===== src/rtl/fetch_unit.sv =====
`default_nettype none
// ============================================================================
//  Module      : fetch_unit
//  Description : Instruction-fetch stage of the pipelined MIPS core. Owns the
//                fetch PC, requests instruction words over a req/ack
//                handshake and buffers returned words in a small in-order
//                queue presented to decode as {PC, inst, valid}. Handles
//                decode pause and branch/jump redirects, including redirects
//                that land while a memory request is outstanding.
//  Config      : IF_PREFETCH_EN - when defined the queue is two entries deep
//                and a new request may be issued while the head is paused;
//                when undefined the queue holds a single entry.
//  Revision    : 1.0 - initial release
// ============================================================================
module fetch_unit #(
    parameter logic [31:0] RESET_PC = 32'h0000_0000
) (
    input  logic        clk,
    input  logic        rstn,
    // decode-stage control
    input  logic        i_IF_pause,
    input  logic        i_IF_brTaken,
    input  logic [31:0] i_IF_brTarget,
    input  logic        i_IF_jump,
    input  logic [25:0] i_IF_targetPC,
    input  logic [31:0] i_IF_decPC,
    // instruction memory
    output logic        o_IF_iMemReq,
    output logic [31:0] o_IF_iMemAddr,
    input  logic        i_IF_iMemAck,
    input  logic [31:0] i_IF_iMemRData,
    // to decode
    output logic        o_IF_valid,
    output logic [31:0] o_IF_PC,
    output logic [31:0] o_IF_inst
);

`ifdef IF_PREFETCH_EN
    localparam int DEPTH = 2;
`else
    localparam int DEPTH = 1;
`endif

    localparam int                CNT_W   = $clog2(DEPTH + 1);
    localparam logic [CNT_W-1:0]  DEPTH_C = CNT_W'(DEPTH);

    // IDLE: no request; REQ: live request; DRAIN: request abandoned by a
    // redirect, waiting for its ack so the handshake is not broken.
    localparam logic [1:0] ST_IDLE  = 2'd0;
    localparam logic [1:0] ST_REQ   = 2'd1;
    localparam logic [1:0] ST_DRAIN = 2'd2;

    logic [1:0]       state;
    logic [1:0]       state_next;
    logic [CNT_W-1:0] count;
    logic [CNT_W-1:0] count_next;
    logic [CNT_W-1:0] wr_idx;
    logic [31:0]      fetch_pc;
    logic [31:0]      fetch_pc_next;
    logic [31:0]      req_addr;
    logic [31:0]      req_addr_next;

    logic [31:0]      pc_q   [DEPTH];
    logic [31:0]      inst_q [DEPTH];

    logic             redirect;
    logic [3:0]       jump_region;
    logic [31:0]      jump_target;
    logic [31:0]      redirect_target;
    logic             head_valid;
    logic             ack_fire;
    logic             enq;
    logic             deq;

    // ------------------------------------------------------------------
    // Redirect decode: branch beats jump; jump keeps the 256 MB region of
    // the instruction after the jump.
    // ------------------------------------------------------------------
    assign redirect        = i_IF_brTaken | i_IF_jump;
    assign jump_region     = 4'((i_IF_decPC + 32'd4) >> 28);
    assign jump_target     = {jump_region, i_IF_targetPC, 2'b00};
    assign redirect_target = i_IF_brTaken ? i_IF_brTarget : jump_target;

    // ------------------------------------------------------------------
    // Queue control. Only a live request (REQ) can enqueue; data for an
    // abandoned request (DRAIN) or one acked during a redirect is dropped.
    // ------------------------------------------------------------------
    assign head_valid = (count != '0);
    assign ack_fire   = (state == ST_REQ) && i_IF_iMemAck;
    assign enq        = ack_fire && !redirect;
    assign deq        = head_valid && !i_IF_pause;
    assign wr_idx     = count - CNT_W'(deq);

    // Occupancy after this cycle; a redirect flushes regardless of pause.
    always_comb begin
        count_next = count;
        if (redirect) begin
            count_next = '0;
        end else begin
            count_next = count + CNT_W'(enq) - CNT_W'(deq);
        end
    end

    // Fetch PC after this cycle: redirect target, else advance past an
    // accepted word (wraps naturally at 2^32).
    always_comb begin
        fetch_pc_next = fetch_pc;
        if (redirect) begin
            fetch_pc_next = redirect_target;
        end else if (enq) begin
            fetch_pc_next = req_addr + 32'd4;
        end
    end

    // FSM state register.
    always_ff @(posedge clk or negedge rstn) begin
        if (!rstn) begin
            state <= ST_IDLE;
        end else begin
            state <= state_next;
        end
    end

    // FSM next-state and request-address selection. A request is only
    // launched when a slot will be free, so a paused head never blocks
    // an ack.
    always_comb begin
        state_next    = state;
        req_addr_next = req_addr;
        case (state)
            ST_IDLE: begin
                if ((count_next < DEPTH_C) || redirect) begin
                    state_next    = ST_REQ;
                    req_addr_next = fetch_pc_next;
                end
            end
            ST_REQ: begin
                if (i_IF_iMemAck) begin
                    if (redirect || (count_next < DEPTH_C)) begin
                        state_next    = ST_REQ;
                        req_addr_next = fetch_pc_next;
                    end else begin
                        state_next    = ST_IDLE;
                    end
                end else if (redirect) begin
                    // keep the abandoned address on the bus until acked
                    state_next = ST_DRAIN;
                end
            end
            ST_DRAIN: begin
                if (i_IF_iMemAck) begin
                    state_next    = ST_REQ;
                    req_addr_next = fetch_pc_next;
                end
            end
            default: begin
                state_next = ST_IDLE;
            end
        endcase
    end

    // FSM outputs: request is held through both live and draining phases.
    always_comb begin
        o_IF_iMemReq  = (state == ST_REQ) || (state == ST_DRAIN);
        o_IF_iMemAddr = req_addr;
        o_IF_valid    = head_valid;
        o_IF_PC       = pc_q[0];
        o_IF_inst     = inst_q[0];
    end

    // Datapath registers: occupancy, fetch PC and outstanding address.
    always_ff @(posedge clk or negedge rstn) begin
        if (!rstn) begin
            count    <= '0;
            fetch_pc <= RESET_PC;
            req_addr <= RESET_PC;
        end else begin
            count    <= count_next;
            fetch_pc <= fetch_pc_next;
            req_addr <= req_addr_next;
        end
    end

    // Shift queue: entry 0 is the head; a dequeue shifts down and an
    // enqueue lands just behind the surviving entries.
    always_ff @(posedge clk or negedge rstn) begin
        if (!rstn) begin
            for (int i = 0; i < DEPTH; i++) begin
                pc_q[i]   <= '0;
                inst_q[i] <= '0;
            end
        end else begin
            for (int i = 0; i < DEPTH; i++) begin
                if (enq && (int'(wr_idx) == i)) begin
                    pc_q[i]   <= req_addr;
                    inst_q[i] <= i_IF_iMemRData;
                end else if (deq && (i < DEPTH - 1)) begin
                    pc_q[i]   <= pc_q[(i < DEPTH - 1) ? i + 1 : i];
                    inst_q[i] <= inst_q[(i < DEPTH - 1) ? i + 1 : i];
                end
            end
        end
    end

endmodule
`default_nettype wire


===== config.mk =====
export PLATFORM = sky130hd
export DESIGN_NAME = fetch_unit
export DESIGN_NICKNAME = d
export VERILOG_FILES = /design/src/rtl/fetch_unit.sv
export SDC_FILE = /design/constraint.sdc
export NUM_CORES = 1
export LEC_CHECK = 0
export BUFFER_PORTS_ARGS = -buffer_cell sky130_fd_sc_hd__buf_4
export CORE_MARGIN = 2
export CORE_UTILIZATION = 52
export CTS_BUF_LIST = sky130_fd_sc_hd__clkbuf_4 sky130_fd_sc_hd__clkbuf_8
export DETAILED_ROUTE_END_ITERATION = 7
export PLACE_DENSITY = 0.83
export SETUP_SLACK_MARGIN = 0.3
export SLEW_MARGIN = 25
export SYNTH_ARGS = -nofsm -noshare
export SYNTH_HDL_FRONTEND = slang
export SYNTH_SLANG_ARGS = --single-unit

===== constraint.sdc =====
create_clock -name clk -period 3.4 [get_ports clk]
set_clock_uncertainty 0.1 [all_clocks]
set_input_delay 0.68 -clock clk [delete_from_list [all_inputs] [get_ports clk]]
set_output_delay 0.68 -clock clk [all_outputs]
set_load 0.005 [all_outputs]

## After elaboration in Yosys (flattened, before gate mapping)

Cells that the tools add are included.

| word-level totals | value |
|---|---|
| bits in registers | 131 |
| input bits | 128 |
| logic and storage cells | 46 |
| output and inout port bits | 98 |

| operators by class | value |
|---|---|
| bitwise operators | 2 |
| reduce and logical (&&, ||, !) cells | 12 |
| equal/unequal tests | 6 |
| mux-type cells | 14 |
| add/sub/neg operators | 5 |
| $lt $le $gt $ge | 1 |

Operators by type and width:

| kind | number |
|---|---|
| $mux 32 | 6 |
| $pmux 32 s3 | 1 |
| $add 32x3->32 const B | 2 |
| $mux 2 | 4 |
| $ne 2x2->1 const B | 3 |
| $pmux 2 s3 | 1 |
| $reduce_and 3->1 | 2 |
| $logic_and 1x1->1 | 4 |
| $ne 3x3->1 const B | 1 |
| $reduce_bool 3->1 | 1 |
| $eq 2x1->1 const B | 1 |
| $eq 2x2->1 const B | 1 |
| $logic_not 1->1 | 2 |
| $logic_not 2->1 | 1 |
| $logic_or 1x1->1 | 2 |
| $mux 1 | 2 |
| $sub 1x1->1 | 2 |
| $add 1x1->1 | 1 |
| $lt 1x1->1 const B | 1 |
| $not 1->1 | 1 |
| $or 1x1->1 | 1 |

## Longest topological paths before layout

| depth | value |
|---|---|
| depth after elaboration | 11 |
| gate-level depth with buffers | 11 |
| mapped depth without buffers | 8 |

## Worst setup path before layout

OpenSTA, ideal clock, no wires.

| path | value |
|---|---|
| kind | input-to-reg |
| start point | in i_IF_iMemAck |
| end point | reg req_addr[15], in the netlist o_IF_iMemAddr[15] |
| path buffers | 3 |
| stages on the path | 7 |
| slack | 0.869 ns |
| setup time | 0.125 ns |
| arrival time | 2.306 ns |
| data required time | 3.175 ns |
| cell sequence | clkbuf_1 and2_1 buf_6 xnor2_1 a31oi_2 buf_2 mux2_2 |

| between the ends | value |
|---|---|
| cells in the longest elaborated chain, start to end | 10 |
| elaborated cells between the ends (all ways) | 16 |
| classes of those cells | add/sub (2); order compare (1); eq/ne (2); mux (7); reduce/logical (4) |

RTL lines:

| item | line | text |
|---|---|---|
| start, declared | 30 | `input logic i_IF_iMemAck,` |
| $logic_and 1x1->1 | 89 | `assign ack_fire = (state == ST_REQ) && i_IF_iMemAck;` |
| $logic_and 1x1->1 | 90 | `assign enq = ack_fire && !redirect;` |
| $add 1x1->1 | 100 | `count_next = count + CNT_W'(enq) - CNT_W'(deq);` |
| $sub 1x1->1 | 100 |  |
| $mux 1 | 97 | `if (redirect) begin` |
| $lt 1x1->1 | 132, 139 |  |
| $logic_or 1x1->1 | 132, 139 |  |
| $mux 32 | 132, 139 |  |
| $mux 32 | 138 | `if (i_IF_iMemAck) begin` |
| $pmux 32 s3 | 130 | `case (state)` |
| end signal, assigned | 180 | `req_addr <= req_addr_next;` |
| end, declared | 60 | `logic [31:0] req_addr;` |

Several ways; a longest one is shown, not always the timed one. The select of a mux whose other input is x is not followed.
A chain may end at the register's enable or synchronous reset.

## Worst setup path in the final report

| path | value |
|---|---|
| start point | reg state[1] |
| end point | reg req_addr[25], in the netlist o_IF_iMemAddr[25] |

| between the ends | value |
|---|---|
| elaborated cells between the ends (all ways) | 20 |
| classes of those cells | add/sub (2); order compare (1); eq/ne (4); mux (7); reduce/logical (6) |

RTL lines:

| item | line | text |
|---|---|---|
| start, declared | 53 | `logic [1:0] state;` |
| start signal, assigned | 120 | `state <= state_next;` |
| $eq 2x1->1 (*) | 89 |  |
| $logic_and 1x1->1 (*) | 89 |  |
| $logic_and 1x1->1 (*) | 90 |  |
| $mux 32 (*) | 110 | `end else if (enq) begin` |
| $mux 32 (*) | 108 | `if (redirect) begin` |
| via fetch_pc_next[25] | 59 | `logic [31:0] fetch_pc_next;` |
| $mux 32 | 132, 139 |  |
| $mux 32 | 138 |  |
| $pmux 32 s3 (*) | 130 |  |

Mark *: on every way through the listed nets, which the timed path passes. The rest lies on a longest branch. The select of a mux whose other input is x is not followed.

==> out/metrics.csv <==
metric;value;unit
leakage;0.00407;uW
fraction of layout cells with a size suffix above 1;41.9;%
Most used DFF post-synth;dfrtp_1;
# clock sinks;131;
drt drc;0;
DR pass1 iterations;5;
# Post-CTS Setup Buffers;0;
routed len/inst;18.2;um
# rows;40;
Die Wd;116;um
final setup violation count;0;
Max Cap Viol;0;
cts bufs inserted;17;
DRT Wirelength;18.3;mm
pin count of the biggest net entering global routing;65;
GP Congestion;0.876;
Post-synth EDFFs;0;
Pint;4560;uW
unique cell type count in the Yosys netlist;60;
Place WS;642;ps
Hold/Removal Path Class;input pin to asynchronous set/reset pin;
global-route wire length before repair;28.2;mm
Critical Path AT;3090;ps
via count;5673;
min cycle time layout;2810;ps
combinational group share of total power;40.2;%
P&R area growth vs syn;33.2;%
gr usage total;27.5;%
ant diodes;0;
ys async rst share;100;%
CTS tree;done;
grt total ovfl;0;
PostCTS Resize Cnt;0;
Setup crit end kind;flip-flop;
Reg power frac;40.5;%
Worst-Margin Slew;748;ps
clk buf depth;2;
initial antenna violation count;0;
Avg Cell Area, Syn;10.6;sq um
worst-path cell chain;inv_1, ha_1, and2_1, buf_4, nand2_1, o21ai_0, mux2_2;
Worst slew margin;50.1;%
synthesized net count;746;
CP Buf/Inv Count;2;
status;finished, final reports clean;
Fin. Hold Viols;0;
Final TNS setup;0;ps
sw frac;34.6;%
Max Fclk;0.355;GHz
Reg clk slew, reported paths;70;ps
H-tree depth;4;
port buffer count;223;
clk_lat worst skew;440;ps
power per cell area;803;mW/mm^2
sequential fraction of the synthesis area;50.3;%
IO Count;226;
1st-iter DRT viols;309;
cells after synthesis;613;
slack of the critical path;586;ps
Die Ht;116;um
Clock Power Share;19.3;%
number of fill cells;957;
Top delay family on crit path;simple AND/OR/NAND/NOR gates;
VDD IR max;0.420;mV
Slew Limit Fails;0;
core area;0.0121;sq mm
critical path type;flip-flop to flip-flop;
Worst EP required;3680;ps
DP HPWL;13.0;mm
RSZ-0062 raised after global routing;no;
die area;0.0134;sq mm
Max stage delay on crit path;450;ps
final net count;960;
Worst setup SP type;flip-flop;
Routed Antenna Nets;0;
largest fanout on the critical path;34;
yosys warns;0;
Vias/cell;5.64;
Post-Syn Area;0.00652;sq mm
initial core utilization;53.8;%
CTS Root Cell;clkbuf_8;
Hold Buf Count CTS;0;
period utilisation layout;82.8;%
Synth Register Bits;131;
Slowest cell on crit path;nand2_1;
net load switching power;2420;uW
vias in the first global route;5716;
-- cell families (layout without fill, tap and decap cells) --
kind of cell	after synthesis	count (layout)	share of synthesized area [%]
AOI/OAI and AO/OA	115	115	11.7
xor gates and xnor gates	26	26	3.61
adders and majority gates	5	5	0.960
buffers and inverters	51	276	4.49
DFF	131	131	50.3
muxes	84	84	14.4
and+or+nand+nor	201	201	14.6
-- final cells by class --
class                      count  area, sq um  area share, %
multi-input combinational    431         2950           34.0
clock inverter                 4         70.1          0.807
tap                          168          210           2.42
inverter                      11         41.3          0.476
timing repair buffer         235         1790           20.7
sequential                   131         3280           37.8
clock buffer                  26          339           3.91
-- synth_stat cells (9+ instances only) --
cell type | instances | area (sq um)
mux2i_1 | 10 | 100
a211oi_1 | 9 | 67.6
dfrtp_1 | 131 | 3280
nor3_1 | 10 | 50.1
nor2_1 | 51 | 191
nand3_1 | 10 | 50.1
nand4_1 | 22 | 138
xor2_1 | 14 | 123
a21oi_1 | 27 | 135
o21ai_0 | 31 | 155
xnor2_1 | 11 | 96.3
clkbuf_1 | 18 | 67.6
nand2_1 | 71 | 267
inv_1 | 11 | 41.3
buf_6 | 11 | 124
mux2_2 | 73 | 822
-- state kept, by name, indices dropped and copies added (netlist names) --
| register | flops |
|---|---|
| fetch_pc | 32 |
| o_IF_PC | 32 |
| o_IF_iMemAddr | 32 |
| o_IF_inst | 32 |
| state | 2 |
| o_IF_valid | 1 |
-- power groups by stage --
| stage | logic [uW] | clock network [uW] | registers, uW |
|---|---|---|---|
| 2_1_floorplan | 1470 | 0 | 2720 |
| 3_3_place_gp | 2700 | 0 | 2780 |
| 3_5_place_dp | 2800 | 0 | 2830 |
| 4_1_cts | 2810 | 1370 | 2810 |
| 5_1_grt | 3040 | 1440 | 2910 |
| 6_report | 2800 | 1350 | 2820 |
-- layer usage --
layer  vias up  wire length, um  GRT usage (%)
met4         0              357           11.3
met2       232             9380           46.5
met5         -                0              0
met3        33             1320           5.49
li1       2628                -              -
met1      2780             7220           34.8
-- final timing paths --
| check | from | endpoint | slack [ps] | cells after the start |
|---|---|---|---|---|
| max | state[1] | o_IF_iMemAddr[25] | 590 | 7 |
| min in group clk | i_IF_iMemRData[3] | o_IF_inst[3] | 360 | 2 |
| min reg2reg | o_IF_PC[29] | o_IF_PC[29] | 390 | 2 |
| max in group asynchronous | rstn | o_IF_iMemAddr[22] | 2300 | 2 |
| max reg2reg | state[1] | o_IF_iMemAddr[25] | 590 | 7 |
| min | rstn | o_IF_PC[20] | 130 | 1 |
-- layout by cell type, fill, tap and decap left out, drive strengths merged, types with 3 or more instances in the layout --
| master | instances |
|---|---|
| mux2i | 10 |
| nor2 | 51 |
| a211oi | 9 |
| a31oi | 4 |
| inv | 11 |
| a21oi | 27 |
| a22oi | 6 |
| o21ai | 31 |
| nor4 | 6 |
| o221ai | 5 |
| and4 | 4 |
| or2 | 4 |
| xnor2 | 12 |
| buf | 235 |
| nand4 | 22 |
| a2bb2oi | 3 |
| nor3 | 10 |
| nand2 | 71 |
| clkbuf | 26 |
| nand3 | 10 |
| ha | 5 |
| mux2 | 74 |
| o31ai | 9 |
| xor2 | 14 |
| or3 | 5 |
| nor2b | 3 |
| and3 | 5 |
| dfrtp | 131 |
-- per-stage QoR --
stage	hold slack (ps)	total power [uW]	std cells	utilization [%]	cell area, sq um
floorplan	284	4190	613	-	6520
finish	125	6970	1006	71.7	8680
global placement	373	5480	976	68.3	8270
global route	159	7390	1006	71.7	8680
CTS	132	7000	1006	71.7	8680
detailed placement	379	5630	976	68.3	8270
No activity file was read; power rests on OpenSTA's default activity.
